`src/rtl/atm_pkg.sv`:
```
// atm_pkg: state, operation and error encodings shared by the ATM session controller and its front-end.
package atm_pkg;
    typedef enum logic [2:0] {S_IDLE, S_LANG, S_PIN, S_OP, S_ANOTHER, S_EJECT} state_t;
    typedef enum logic [1:0] {OP_WITHDRAW, OP_DEPOSIT, OP_INQUIRY, OP_INVALID} op_t;
    localparam logic [2:0] ERR_NONE    = 3'd0;
    localparam logic [2:0] ERR_PIN     = 3'd1;
    localparam logic [2:0] ERR_FUNDS   = 3'd2;
    localparam logic [2:0] ERR_LIMIT   = 3'd3;
    localparam logic [2:0] ERR_OVF     = 3'd4;
    localparam logic [2:0] ERR_OP      = 3'd5;
    localparam logic [2:0] ERR_TIMEOUT = 3'd6;
endpackage

```
`src/rtl/atm_timeout_timer.sv`:
```
// atm_timeout_timer: inactivity down-counter; expired flags the last cycle of a TIMEOUT_CYC-cycle window.
module atm_timeout_timer #(
    parameter int TIMEOUT_CYC = 1024
) (
    input  logic clk,
    input  logic rst,
    input  logic load,
    input  logic enable,
    output logic expired
);
    localparam int W = $clog2(TIMEOUT_CYC + 1);
    logic [W-1:0] cnt;
    always_ff @(posedge clk or negedge rst) begin
        if (!rst) cnt <= '0;
        else if (load) cnt <= W'(TIMEOUT_CYC - 1);
        else if (enable && cnt != '0) cnt <= cnt - W'(1);
    end
    assign expired = enable && cnt == '0;
endmodule

```
`src/rtl/atm_session_ctrl.sv`:
```
// atm_session_ctrl: ATM session FSM with inactivity timeout, retry limits, withdrawal cap and
// a single balance write-back at eject when the session changed the balance.
module atm_session_ctrl
    import atm_pkg::*;
#(
    parameter int BAL_W       = 20,
    parameter int PIN_TRIES   = 3,
    parameter int OP_TRIES    = 3,
    parameter int TIMEOUT_CYC = 1024,
    parameter int WD_LIMIT    = 5000
) (
    input  logic             clk,
    input  logic             rst,
    input  logic             card_in,
    input  logic [BAL_W-1:0] acct_balance,
    input  logic             lang_valid,
    input  logic             language,
    input  logic             pin_valid,
    input  logic             pin_ok,
    input  logic             op_valid,
    input  logic [1:0]       operation,
    input  logic [BAL_W-1:0] value,
    input  logic             another_valid,
    input  logic             another_service,
    output logic [BAL_W-1:0] balance,
    output logic             lang_sel,
    output logic             op_done,
    output logic             error,
    output logic [2:0]       err_code,
    output logic             card_out,
    output logic             bal_we,
    output logic             busy
);
    localparam int PW = $clog2(PIN_TRIES + 1);
    localparam int OW = $clog2(OP_TRIES + 1);
    localparam logic [BAL_W+1:0] WD_LIM = (BAL_W+2)'(WD_LIMIT);

    state_t           state, state_n;
    logic [BAL_W-1:0] orig, orig_n, bal_n;
    logic [BAL_W:0]   wd_sum, wd_n, dep_sum;
    logic [BAL_W+1:0] wd_try;
    logic [PW-1:0]    pin_cnt, pin_n;
    logic [OW-1:0]    op_cnt, opc_n;
    logic [2:0]       code_n;
    logic             lang_n, done_n, err_n, strobe, charge, expired, tmr_en;

    assign dep_sum = {1'b0, balance} + {1'b0, value};
    assign wd_try  = {1'b0, wd_sum} + {2'b0, value};
    assign tmr_en  = state inside {S_LANG, S_PIN, S_OP, S_ANOTHER};

    atm_timeout_timer #(.TIMEOUT_CYC(TIMEOUT_CYC)) u_timer (
        .clk    (clk),
        .rst    (rst),
        .load   (strobe || state_n != state),
        .enable (tmr_en),
        .expired(expired)
    );

    always_comb begin
        state_n = state;
        bal_n   = balance;
        orig_n  = orig;
        wd_n    = wd_sum;
        pin_n   = pin_cnt;
        opc_n   = op_cnt;
        lang_n  = lang_sel;
        code_n  = err_code;
        done_n  = 1'b0;
        err_n   = 1'b0;
        strobe  = 1'b0;
        charge  = 1'b0;
        case (state)
            S_IDLE: if (card_in) begin
                state_n = S_LANG;
                bal_n   = acct_balance;
                orig_n  = acct_balance;
                wd_n    = '0;
                pin_n   = '0;
                opc_n   = '0;
            end
            S_LANG: if (lang_valid) begin
                strobe  = 1'b1;
                lang_n  = language;
                state_n = S_PIN;
            end
            S_PIN: if (pin_valid) begin
                strobe = 1'b1;
                if (pin_ok) state_n = S_OP;
                else begin
                    err_n   = 1'b1;
                    code_n  = ERR_PIN;
                    pin_n   = pin_cnt + PW'(1);
                    state_n = pin_n == PW'(PIN_TRIES) ? S_EJECT : S_PIN;
                end
            end
            S_OP: if (op_valid) begin
                strobe = 1'b1;
                case (op_t'(operation))
                    OP_WITHDRAW:
                        if (value > balance) {err_n, charge, code_n} = {2'b11, ERR_FUNDS};
                        else if (wd_try > WD_LIM) {err_n, charge, code_n} = {2'b11, ERR_LIMIT};
                        else begin
                            bal_n  = balance - value;
                            wd_n   = wd_try[BAL_W:0];
                            done_n = 1'b1;
                        end
                    OP_DEPOSIT:
                        if (dep_sum[BAL_W]) {err_n, charge, code_n} = {2'b11, ERR_OVF};
                        else begin
                            bal_n  = dep_sum[BAL_W-1:0];
                            done_n = 1'b1;
                        end
                    OP_INQUIRY: done_n = 1'b1;
                    default: {err_n, code_n} = {1'b1, ERR_OP};
                endcase
                if (charge) opc_n = op_cnt + OW'(1);
                state_n = done_n ? S_ANOTHER : (charge && opc_n == OW'(OP_TRIES)) ? S_EJECT : S_OP;
            end
            S_ANOTHER: if (another_valid) begin
                strobe  = 1'b1;
                state_n = another_service ? S_OP : S_EJECT;
            end
            default: state_n = S_IDLE;
        endcase
        // a strobe landing in the expiry cycle has already been taken above
        if (expired && !strobe) begin
            err_n   = 1'b1;
            code_n  = ERR_TIMEOUT;
            state_n = S_EJECT;
        end
    end

    always_ff @(posedge clk or negedge rst) begin
        if (!rst) begin
            state    <= S_IDLE;
            balance  <= '0;
            orig     <= '0;
            wd_sum   <= '0;
            pin_cnt  <= '0;
            op_cnt   <= '0;
            lang_sel <= 1'b0;
            op_done  <= 1'b0;
            error    <= 1'b0;
            err_code <= ERR_NONE;
            card_out <= 1'b0;
            bal_we   <= 1'b0;
            busy     <= 1'b0;
        end else begin
            state    <= state_n;
            balance  <= bal_n;
            orig     <= orig_n;
            wd_sum   <= wd_n;
            pin_cnt  <= pin_n;
            op_cnt   <= opc_n;
            lang_sel <= lang_n;
            op_done  <= done_n;
            error    <= err_n;
            err_code <= code_n;
            card_out <= state != S_EJECT && state_n == S_EJECT;
            bal_we   <= state != S_EJECT && state_n == S_EJECT && bal_n != orig;
            busy     <= state_n != S_IDLE;
        end
    end
endmodule

```
`config.mk`:
```
export PLATFORM = sky130hd
export DESIGN_NAME = atm_session_ctrl
export DESIGN_NICKNAME = d
export VERILOG_FILES = /design/src/rtl/atm_pkg.sv /design/src/rtl/atm_timeout_timer.sv /design/src/rtl/atm_session_ctrl.sv
export SDC_FILE = /design/constraint.sdc
export NUM_CORES = 1
export LEC_CHECK = 0
export CAP_MARGIN = 10
export CELL_PAD_IN_SITES_DETAIL_PLACEMENT = 1
export CELL_PAD_IN_SITES_GLOBAL_PLACEMENT = 1
export CORE_MARGIN = 2
export CORE_UTILIZATION = 30
export CTS_CLUSTER_DIAMETER = 60
export CTS_CLUSTER_SIZE = 16
export DETAILED_ROUTE_END_ITERATION = 10
export DONT_BUFFER_PORTS = 1
export HOLD_SLACK_MARGIN = 0.12
export PLACE_DENSITY = 0.5
export SYNTH_ARGS = -nofsm -noshare
export SYNTH_HDL_FRONTEND = slang
export SYNTH_HIERARCHICAL = 1
export SYNTH_SLANG_ARGS = --single-unit
```
`constraint.sdc`:
```
create_clock -name clk -period 5.16 [get_ports clk]
set_input_delay 1.032 -clock clk [delete_from_list [all_inputs] [get_ports clk]]
set_output_delay 1.032 -clock clk [all_outputs]
set_load 0.1 [all_outputs]
```
==> metrics.yaml, run 1 <==
outcome:
  status: "finished, violations left"
  violations: "DRC"
timing:
  rsz0062_at_grt: "no"
  hold_violations: 0
  slew_headroom_pct: 38.6
  layout_min_cycle_time_ps: 5000
  fin_tns_setup_ps: 0
  skew_ps: 19.5
  finalSetupViolCount: 0
  max_freq_ghz: 0.200
  period_share_pct: 96.8
  maxSlewViolCount: 0
  tightest_slew_ps: 922
synthesis:
  yosys-top-cells-area: "dfrtp_1, ha_1, nand2_1"
  synth_top_cell_by_area: "dfrtp_1"
  netlist_area_mm2: 0.00802
  synth-seq-cells: 88
  synth_top_cell_area_share_pct: 27.5
  syn-num-nets: 1108
  async_flop_share_pct: 100
  ys.flop_type: "dfrtp_1"
  ys_seq_area_share_pct: 27.5
  ys_warn_count: 6
  synth_cell_type_count: 88
  synthCells: 991
  synth_edf_count: 0
  avgSynthCellArea_um2: 8.09
route:
  dr_wl_met3_um: 1420
  drc: 3
  vias: 8144
  wl_met1_um: 16300
  drt_wl_total_um: 32300
  wl_per_cell_um: 21.5
  maxUsedRoutingLayer: "met4"
  first_pass_iters: 8
  routed-wl-met2_um: 14200
  dr.first_iter.drc_count: 540
  ant_nets: 0
  viasPerCell: 5.43
worst_setup_path:
  endpoint_kind: "flop"
  slowest_delay_ps: 460
  crit_required_ps: 5400
  critPathArrivalTime_ps: 5230
  startpoint_type: "input pin"
  crit_slowest_cell: "or4_4"
  path_cells: "inv_1 > ha_1 > buf_4 > nor2b_2 > or4_1 > o211a_1 > or4_4 > o21ai_1 > buf_4 > nand3_1 > o211ai_1 > mux2i_2 > mux2i_1 > or4_1 > nor4_2 > nand4_1 > o41a_1"
  path_class: "input pin to flop"
  crit_fanout: 5
hold_path:
  hold_path_class: "input pin to async pin"
floorplanning:
  start_util_pct: 30.7
  coreArea_mm2: 0.0261
  num_rows: 59
  ioPinCount: 81
  die_y_um: 168
  die_x_um: 168
  dieArea_mm2: 0.0281
clock_tree:
  clock_sinks: 88
  cts_tree: "done"
  cts_root_buf: "clkbuf_16"
  cts_hold_buf: 0
  clk_path_buf_depth: 2
  clock_latency_ps: 370
  path_clk_slew_ps: 90
  cts_buffers: 9
  cts_max_level: 3
pwr:
  p_leak_nw: 4.78
  irDropWorstVdd_uv: 316
  powerDensity_mw_per_mm2: 665
cells_and_area:
  final_cell_mix: "buf_4, nand2_1, dfrtp_1"
  regArea_mm2: 0.00220
  fin_util_pct: 39.0
  layout_commonest_cell: "buf_4"
  area_delta_synth_final_pct: 26.9
  multiInputGateArea_mm2: 0.00553
  drive_gt1_share_pct: 23.0
  n_fill_cell: 3218
  num_antenna_cells: 0
  fin_nets: 1278
global_routing:
  grt_max_degree: 89
  grt_use_total_pct: 23.4
  antenna_found_initial: 0
  grt_pass1_vias: 8512
  overflow: 0
  grt_pass1_wl_um: 50700
flow_run:
  maxCapViolCount: 0
placed_design:
  io_buffers: 0
  gp_congestion: 0.832
  hpwlAfterDp_um: 25600
==> cell type report <==
cell class / instances / share of cell area (%)
Clock buffer: 10 / 2.25
Timing Repair Buffer: 200 / 14.9
Multi-Input combinational cell: 806 / 54.3
Tap cell: 335 / 4.12
Inverter: 56 / 2.06
Clock inverter: 6 / 0.737
Sequential cell: 88 / 21.6
==> synth_stat cells, drive strengths merged, types with 18 or more instances <==
cell / count
a21o: 29
a21oi: 63
clkbuf: 28
dfrtp: 88
ha: 62
inv: 56
nand2: 132
nand3: 22
nor2: 67
nor2b: 20
nor3: 28
o21ai: 63
xnor2: 29
xor2: 18
==> final timing paths <==
check / start / endpoint / slack (ps) / cells after the start
setup / recovery: value[7] / bal_we / 160 / 17
setup reg to reg: balance[0] / bal_we / 330 / 17
max in group asynchronous: rst / wd_sum[3] / 4580 / 0
hold reg to reg: wd_sum[6] / wd_sum[6] / 490 / 2
min in group clk: wd_sum[6] / wd_sum[6] / 490 / 2
hold / removal: rst / wd_sum[12] / 350 / 0
==> power by group <==
group	internal, mW	total (mW)	switching, mW
Combinational	1.89	4.74	2.86
Sequential	0.927	1.30	0.369
Clock	0.385	0.737	0.351
==> flip-flops by register name, indices dropped and copies added, names as in the netlist, 2 cells and up <==
| name | cells |
|---|---|
| wd_sum | 21 |
| err_code | 3 |
| u_timer/cnt | 11 |
| op_cnt | 2 |
| balance | 20 |
| pin_cnt | 2 |
| orig | 20 |
| state | 3 |
==> cells by family after synthesis <==
| kind of cell | after synthesis | share of synthesized area, % |
|---|---|---|
| multiplexers | 11 | 1.47 |
| AND/OR/NAND/NOR | 371 | 23.1 |
| buffers and inverters | 97 | 4.85 |
| XOR/XNOR | 47 | 5.13 |
| flip-flops | 88 | 27.5 |
| AO/OA/AOI/OAI | 312 | 27.5 |
| adder cells (fa/ha/maj) | 65 | 10.4 |
==> worst max-delay path, delay by kind of cell <==
family / cells / cell delay (ps)
AND/OR/NAND/NOR: 7 / 2010
multiplexers: 2 / 280
adder cells (fa/ha/maj): 1 / 340
AO/OA/AOI/OAI: 4 / 1210
buffers and inverters: 3 / 350
==> per-layer routing <==
metal  GRT usage (%)  vias up
li1                -     3971
met1            33.7     3986
met2            36.3      163
met3            4.16       24
met4            5.26        0
met5               0        -
==> timing repair <==
item	CTS	global route
buffers inserted	1	3
endpoints found under the setup margin	11	12
gates resized for setup	3	18
endpoints found under the hold margin	0	0
pin swaps	1	4
==> through the flow <==
step / total power, mW / instance area (µm²) / hold slack (ps) / setup WS [ps] / std cells
2_1_floorplan: 4.08 / 8020 / 447 / 120 / 991
3_3_place_gp: 5.90 / 9750 / 472 / -384 / 1481
3_5_place_dp: 5.92 / 9750 / 475 / -450 / 1481
4_1_cts: 6.72 / 10100 / 335 / 9.19 / 1498
5_1_grt: 7.29 / 10200 / 334 / 5.17 / 1501
6_report: 6.77 / 10200 / 347 / 165 / 1501
No activity file was read; power rests on OpenSTA's default activity.
==> run 2: changes to the inputs <==
Settings changed: CTS_BUF_LIST from default to sky130_fd_sc_hd__clkbuf_8 sky130_fd_sc_hd__clkbuf_16, SKIP_LAST_GASP from default to 1.
Clock period 5.16 ns to 5.9 ns, I/O delays scaled along.
==> run 2 against run 1 <==
The flow still finishes with violations (DRC). Register-to-register slack better by 480 ps. Sequential share of layout area up 2.5 points. Worst setup slack better by 230 ps. Hold slack improved by 140 ps. First-iteration DRC count fell by 16%. Via count shrank 5.7%. Global-route usage down 0.91 points. Final cell count shrank 8.5%. Clock skew shrank 9.2 ps. Flip-flop and latch count did not move.
==> metrics.yaml, run 2 (synthesis gave the netlist of run 1 again) <==
route:
  first_pass_iters: 8
  routed-wl-met2_um: 13500
  ant_nets: 0
  vias: 7676
  wl_met1_um: 15400
  dr_wl_met3_um: 1600
  wl_per_cell_um: 22.6
  maxUsedRoutingLayer: "met4"
  viasPerCell: 5.59
  dr.first_iter.drc_count: 454
  drc: 3
  drt_wl_total_um: 31100
global_routing:
  grt_use_total_pct: 22.4
  overflow: 0
  grt_max_degree: 89
  grt_pass1_wl_um: 48600
  grt_pass1_vias: 7928
  antenna_found_initial: 0
clock_tree:
  clk_path_buf_depth: 2
  cts_root_buf: "clkbuf_16"
  cts_max_level: 3
  clock_sinks: 88
  post-cts-setup-buffers: 0
  clock_latency_ps: 360
  cts_resized: 0
  cts_hold_buf: 0
  cts_tree: "done"
  path_clk_slew_ps: 80
  cts_buffers: 9
cells_and_area:
  regMostFlops: "wd_sum"
  num_antenna_cells: 0
  n_fill_cell: 3171
  fin_nets: 1151
  area_delta_synth_final_pct: 13.7
  largest_reg_flops: 21
  largestRegisters: "wd_sum (21), balance (20), orig (20)"
  final_cell_mix: "nand2_1, dfrtp_1, buf_4"
  layout_commonest_cell: "nand2_1"
  drive_gt1_share_pct: 12.0
outcome:
  violations: "DRC"
  status: "finished, violations left"
timing:
  max_freq_ghz: 0.182
  slew_headroom_pct: 36.7
  skew_ps: 10.2
  finalSetupViolCount: 0
  layout_min_cycle_time_ps: 5510
  layout_setup_ws_ps: 394
  maxSlewViolCount: 0
  rsz0062_at_grt: "no"
  hold_violations: 0
  fin_tns_setup_ps: 0
  tightest_slew_ps: 951
  period_share_pct: 93.3
worst_setup_path:
  critPathArrivalTime_ps: 5760
  crit_slowest_cell: "or4_1"
  crit_fanout: 6
  crit_end: "bal_we"
  path_cells: "ha_1 > fa_1 > a211oi_1 > o21ai_1 > o2111ai_1 > nand3_1 > xor2_1 > a311oi_2 > a41oi_1 > buf_4 > nor3_1 > nor3_1 > or4_1 > nor4_1 > nand4_1 > o41a_1"
  crit_required_ps: 6150
  reg2reg_slack_ps: 810
  startpoint_type: "input pin"
  endpoint_kind: "flop"
  cpMostUsedCell: "nor3_1"
  reg2reg_to: "bal_we"
  crit_family: "compound AO/OA/AOI/OAI gates"
  slowest_delay_ps: 520
  rr_worst_depth: 16
  cp.depth: 16
  cp_num_buf_inv: 1
  startpoint: "value[0]"
  path_class: "input pin to flop"
  timing.rr.start: "wd_sum[0]"
hold_path:
  hold_path_class: "flop to flop"
floorplanning:
  ioPinCount: 81
  die_x_um: 168
  dieArea_mm2: 0.0281
  start_util_pct: 30.7
  num_rows: 59
  coreArea_mm2: 0.0261
  die_y_um: 168
placed_design:
  place_worst_setup_slack_ps: 59.1
  io_buffers: 0
  hpwlAfterDp_um: 24700
  gp_congestion: 0.828
pwr:
  powerDensity_mw_per_mm2: 588
  irDropWorstVdd_uv: 286
  p_leak_nw: 4.15
flow_run:
  maxCapViolCount: 0
==> run 2: worst min path at each step <==
stage               slack [ps]  startpoint  cells past startpoint          end
global route               490         rst                      0  balance[15]
floorplan                  450   wd_sum[3]                      2    wd_sum[3]
detailed placement         480   wd_sum[5]                      2    wd_sum[5]
CTS                        490         rst                      0    wd_sum[9]
global placement           470   wd_sum[8]                      2    wd_sum[8]
finish                     490   wd_sum[8]                      2    wd_sum[8]
==> run 2: layout make-up <==
cell class | instances | area (µm²) | area share (%)
multi-input combinational | 806 | 5430 | 59.5
sequential | 88 | 2200 | 24.1
timing repair buffer | 73 | 548 | 6.01
tap | 335 | 419 | 4.60
clock buffer | 9 | 225 | 2.47
inverter | 56 | 210 | 2.31
clock inverter | 7 | 83.8 | 0.919
==> run 2: layer usage <==
metal	track usage (%)	up-vias
met3	3.57	25
met5	0	-
met4	6.54	0
li1	-	3714
met2	34.7	160
met1	32.3	3777
==> run 2: per-stage QoR <==
step	total power, mW	std cells	utilization [%]	area, µm²	hold WS [ps]
after floorplan	3.56	991	-	8020	447
after global placement	4.70	1358	33.7	8810	472
after detailed placement	4.70	1358	33.7	8810	479
after CTS	5.38	1374	34.9	9120	488
after global routing	5.76	1374	34.9	9120	490
final	5.36	1374	34.9	9120	491
==> run 2: worst min-delay path, stage by stage (launching register included) <==
cell,delay (ps)
dfrtp_1,350
nand2_1,50
o21ai_0,60
==> run 2: power breakdown <==
group / switching, mW / total (mW) / leakage [nW] / internal [mW]
logic: 2.34 / 3.56 / 2.91 / 1.22
clock network: 0.314 / 0.652 / 0.149 / 0.339
registers: 0.335 / 1.15 / 1.09 / 0.811
total: 2.99 / 5.36 / 4.15 / 2.37
